**src/rtl/dmem_arbiter.sv**
```systemverilog
// dmem_arbiter: shares the single-port data memory between NUM_PORTS requesters.
// Round-robin grant by default; define DMEM_ARBITER_FIXED_PRIO_EN for fixed lowest-index priority.
module dmem_arbiter #(
  parameter int unsigned NUM_PORTS  = 2,
  parameter int unsigned ADDR_WIDTH = 8,
  parameter int unsigned DATA_WIDTH = 32,
  parameter int unsigned MEM_SIZE   = 192
) (
  input  logic                             clk_i,
  input  logic                             rst_i,
  input  logic [NUM_PORTS-1:0]             req_valid_i,
  output logic [NUM_PORTS-1:0]             req_ready_o,
  input  logic [NUM_PORTS-1:0]             req_we_i,
  input  logic [NUM_PORTS*ADDR_WIDTH-1:0]  req_addr_i,
  input  logic [NUM_PORTS*DATA_WIDTH-1:0]  req_wdata_i,
  output logic [NUM_PORTS-1:0]             rsp_valid_o,
  output logic [DATA_WIDTH-1:0]            rsp_rdata_o,
  output logic                             rsp_err_o,
  output logic                             mem_wr_en_o,
  output logic [ADDR_WIDTH-1:0]            mem_addr_o,
  output logic [DATA_WIDTH-1:0]            mem_wr_data_o,
  input  logic [DATA_WIDTH-1:0]            mem_rd_data_i
);

  localparam int unsigned PORT_W = (NUM_PORTS > 1) ? $clog2(NUM_PORTS) : 1;
  localparam logic [ADDR_WIDTH:0] MEM_LIMIT = (ADDR_WIDTH+1)'(MEM_SIZE);

  typedef enum logic [1:0] {
    IDLE,
    ACCESS,
    RESP
  } state_t;

  state_t                 state_q;
  logic                   we_q;
  logic [ADDR_WIDTH-1:0]  addr_q;
  logic [DATA_WIDTH-1:0]  wdata_q;
  logic [DATA_WIDTH-1:0]  rdata_q;
  logic                   err_q;
  logic [PORT_W-1:0]      port_q;
  logic [NUM_PORTS-1:0]   rsp_valid_q;

  logic                   grant_found;
  logic [PORT_W-1:0]      grant_idx;
  logic                   in_range;

  // Compare one bit wider than the address so MEM_SIZE == 2**ADDR_WIDTH never wraps.
  assign in_range = ({1'b0, addr_q} < MEM_LIMIT);

`ifdef DMEM_ARBITER_FIXED_PRIO_EN
  always_comb begin
    grant_found = 1'b0;
    grant_idx   = '0;
    for (int unsigned i = 0; i < NUM_PORTS; i++) begin
      if (!grant_found && req_valid_i[i]) begin
        grant_found = 1'b1;
        grant_idx   = PORT_W'(i);
      end
    end
  end
`else
  logic [PORT_W-1:0] last_q;
  int unsigned       cand;

  // Search starts one past the last granted port and wraps around.
  always_comb begin
    grant_found = 1'b0;
    grant_idx   = '0;
    cand        = 0;
    for (int unsigned i = 1; i <= NUM_PORTS; i++) begin
      cand = (int'(last_q) + i) % NUM_PORTS;
      if (!grant_found && req_valid_i[cand]) begin
        grant_found = 1'b1;
        grant_idx   = PORT_W'(cand);
      end
    end
  end
`endif

  always_comb begin
    req_ready_o = '0;
    if (state_q == IDLE && grant_found) begin
      req_ready_o[grant_idx] = 1'b1;
    end
  end

  always_ff @(posedge clk_i or negedge rst_i) begin
    if (!rst_i) begin
      state_q     <= IDLE;
      we_q        <= 1'b0;
      addr_q      <= '0;
      wdata_q     <= '0;
      rdata_q     <= '0;
      err_q       <= 1'b0;
      port_q      <= '0;
      rsp_valid_q <= '0;
`ifndef DMEM_ARBITER_FIXED_PRIO_EN
      last_q      <= PORT_W'(NUM_PORTS - 1);
`endif
    end else begin
      rsp_valid_q <= '0;
      unique case (state_q)
        IDLE: begin
          if (grant_found) begin
            we_q    <= req_we_i[grant_idx];
            addr_q  <= req_addr_i[int'(grant_idx)*ADDR_WIDTH +: ADDR_WIDTH];
            wdata_q <= req_wdata_i[int'(grant_idx)*DATA_WIDTH +: DATA_WIDTH];
            port_q  <= grant_idx;
`ifndef DMEM_ARBITER_FIXED_PRIO_EN
            last_q  <= grant_idx;
`endif
            state_q <= ACCESS;
          end
        end
        ACCESS: begin
          rdata_q             <= (!we_q && in_range) ? mem_rd_data_i : '0;
          err_q               <= !in_range;
          rsp_valid_q[port_q] <= 1'b1;
          state_q             <= RESP;
        end
        RESP: begin
          state_q <= IDLE;
        end
        default: begin
          state_q <= IDLE;
        end
      endcase
    end
  end

  // Write enable is decoded from state so an async reset kills it in the same cycle.
  assign mem_wr_en_o   = (state_q == ACCESS) && we_q && in_range;
  assign mem_addr_o    = addr_q;
  assign mem_wr_data_o = wdata_q;
  assign rsp_valid_o   = rsp_valid_q;
  assign rsp_rdata_o   = rdata_q;
  assign rsp_err_o     = err_q;

endmodule
```
**config.mk**
```make
export PLATFORM = sky130hd
export DESIGN_NAME = dmem_arbiter
export DESIGN_NICKNAME = d
export VERILOG_FILES = /design/src/rtl/dmem_arbiter.sv
export SDC_FILE = /design/constraint.sdc
export NUM_CORES = 1
export LEC_CHECK = 0
export ABC_CLOCK_PERIOD_IN_PS = 1700
export CORE_ASPECT_RATIO = 1.5
export CORE_MARGIN = 2
export CORE_UTILIZATION = 37
export CTS_CLUSTER_SIZE = 30
export DETAILED_ROUTE_END_ITERATION = 10
export PLACE_DENSITY = 0.87
export SLEW_MARGIN = 20
export SYNTH_ARGS = -nofsm -noshare
export SYNTH_HDL_FRONTEND = slang
export SYNTH_SLANG_ARGS = --single-unit
```
**constraint.sdc**
```tcl
create_clock -name clk_i -period 1.7 [get_ports clk_i]
set_input_delay 0.17 -clock clk_i [delete_from_list [all_inputs] [get_ports clk_i]]
set_output_delay 0.17 -clock clk_i [all_outputs]
set_load 0.03 [all_outputs]
```
==> out/metrics.cfg <==
[synthesis]
syn_area_mm2=0.00325
synth_nets=359
ys_ff_latch=80
synth_area_per_cell_um2=13.5
synthDistinctLibCells=20
yosysWarnings=0
synth-seq-area-share_pct=61.6
synthCells=241

[floorplan]
dieArea_mm2=0.00956
coreArea_mm2=0.00846
die_w_um=80.5
pin_count=196
die_h_um=119
num_rows=41
initial_core_util_pct=38.4

[routing]
first_pass_iters=4
drtAntennaViolNets=0
remaining_drc_errors=0
route.vias.total=2964
via_per_inst=5.37
routed_wl_mm=10.0
avgRoutedWirePerCell_um=18.2
first_iter_violations=111

[cells_and_area]
area_delta_synth_final_pct=77.2
final_nets=558
final_cells=552
diodes=0
drive_gt1_share_pct=9.66
postLayoutCellArea_mm2=0.00576
final_util_pct=68.0

[clock_network]
htreeDepth=3
cts_buffers=9
clock_path_buffers=2
clock_latency_ns=0.32
root_buffer=clkbuf_16
clk_pin_slew_worst_paths_ns=0.06
cts_tree=built
numClockSinks=80

[timing]
fin_crit_sh_pct=97.7
worst_slew_pin_slew_ns=0.407
fin_ws_ns=0.0392
drv_slew=0
setup_violations=0
hold_slack_ns=0.321
hold_violations=0
fmax_mhz=602
fin_worst_skew_ns=0.00888
period_minus_slack_ns=1.66
setup-tns-final_ns=0
maxSlewHeadroom_pct=72.9

[worst_setup_path]
cp.required_ns=1.90
end_kind=flop
path_class=input pin to flop
cp.arrival_ns=1.86
timing.rr.end=mem_wr_data_o[14]$_DFFE_PN0P_
timing.rr.start=last_q$_DFFE_PN1P_
rr_worst_depth=5
cp_max_fo=19
r2r_slack_ns=0.09
crit_path_start_kind=input pin

[pwr]
combPwrFrac_pct=53.9
irDropWorstVdd_mv=1.02
p_leak_nw=2.45
seqPwrFrac_pct=28.9
p_clk_share_pct=17.2
swShare_pct=39.1
p_int_mw=6.83
switchingPower_mw=4.38
power.total_mw=11.2
powerDensity_mw_per_mm2=1950

[global_route]
grt_pass1_wl_mm=15.7
track_usage_pct=21.5
grt-ovfl-total=0
antenna_found_initial=0
grt_pass1_vias=3132
grt_max_degree=39

[placed_design]
hpwl_mm=7.08
dp_slack_ns=-0.171
placed_area_mm2=0.00536
gp_congestion=0.731
place_inst=532
port_buffers=195

[job]
maxCapViolCount=0

[hold_path]
hold_path.class=input pin to asynchronous set/reset pin

[status]
outcome=finished, final reports clean

[Yosys cell counts]
cell type / number / share of area [%]
nand2_1: 4 / 0.46
o21ai_0: 3 / 0.46
clkinv_1: 1 / 0.12
a221o_1: 41 / 13
dfstp_2: 1 / 0.81
buf_2: 9 / 1.4
buf_6: 4 / 1.4
and3_1: 2 / 0.38
nand3_1: 1 / 0.15
buf_4: 1 / 0.23
or2_1: 1 / 0.19
nand2b_1: 2 / 0.38
dfrtp_1: 79 / 61
o21a_1: 41 / 9.5
a22o_1: 32 / 8.6
nor3b_2: 1 / 0.38
buf_1: 3 / 0.35
clkbuf_1: 8 / 0.92
inv_1: 2 / 0.23
nor2_1: 5 / 0.58
[what timing repair did]
action	in CTS	in global routing
endpoints found under the setup margin	20	39
resized for setup	3	10
hold buffers	1	0
pin swaps	0	1
hold endpoints to repair	28	0
gates cloned	2	0
setup buffers	0	1
[layout make-up]
cell class              count  area (µm²)
inverters                   3        11.3
clock inverters             5        55.1
fillers                   652        2710
repair buffers            213        2180
multi-input cells         133        1120
flip-flops and latches     80        2000
clock buffers              11         253
well taps                 107         134
[worst max-delay path, stage by stage]
cell             delay, ns
clkdlybuf4s50_1       0.51
buf_4                 0.14
nand2b_1              0.06
and3_4                0.17
buf_4                 0.15
bufbuf_16             0.28
a221o_1               0.36
[power groups by stage]
stage,clock (mW),sequential (mW),combinational (mW)
2_1_floorplan,0,4.71,2.04
3_3_place_gp,0,3.22,5.77
3_5_place_dp,0,3.25,5.91
4_1_cts,1.98,3.24,6.05
5_1_grt,2.05,3.33,6.39
6_report,1.93,3.25,6.04
[cells by family after synthesis]
logic type | after synthesis | synth area share [%]
buf+inv | 28 | 4.62
compound gates | 117 | 31.2
flops | 80 | 61.6
simple gates | 16 | 2.54
[routing by layer]
| layer | global-route usage (%) | part of all wire (%) | wire (µm) | up-vias |
|---|---|---|---|---|
| met5 | 0 | 0 | 0 | - |
| met1 | 24.5 | 38 | 3810 | 1455 |
| met2 | 37.8 | 53 | 5290 | 152 |
| met3 | 5.73 | 7.5 | 754 | 12 |
| met4 | 7.52 | 1.7 | 175 | 0 |
| li1 | - | - | - | 1345 |
[cell usage in the layout (no fill, tap or decap), drive strengths merged]
| cell type | n |
|---|---|
| buf | 17 |
| nand2b | 2 |
| bufinv | 1 |
| dfrtp | 79 |
| nor3b | 1 |
| inv | 3 |
| bufbuf | 2 |
| dfstp | 1 |
| nand2 | 4 |
| clkdlybuf4s50 | 191 |
| a221o | 41 |
| o21a | 41 |
| o21ai | 3 |
| and3 | 2 |
| clkinvlp | 2 |
| a22o | 32 |
| clkbuf | 13 |
| dlygate4sd3 | 1 |
| nor2 | 5 |
| or2 | 1 |
| nand3 | 1 |
| clkinv | 2 |
[worst max path at each step]
stage | from | end | slack [ns] | depth (start not counted)
4_1_cts | last_q$_DFFE_PN1P_ | req_ready_o[1] | -0.16 | 4
5_1_grt | req_valid_i[1] | mem_wr_data_o[14]$_DFFE_PN0P_ | -0.007 | 7
3_3_place_gp | req_valid_i[0] | req_ready_o[1] | -0.15 | 5
6_report | req_valid_i[1] | mem_wr_data_o[14]$_DFFE_PN0P_ | 0.04 | 7
3_5_place_dp | req_valid_i[0] | req_ready_o[1] | -0.17 | 5
2_1_floorplan | last_q$_DFFE_PN1P_ | mem_addr_o[0]$_DFFE_PN0P_ | 0.13 | 5
[state kept, by name, summed over array words and instances (netlist names)]
register and flops:
mem_wr_data_o 32, rsp_err_o 1, mem_addr_o 8, state_q 2, rsp_valid_o 2, rsp_rdata_o 32
last_q 1, port_q 1, we_q 1
(Power assumes the default switching activity.)
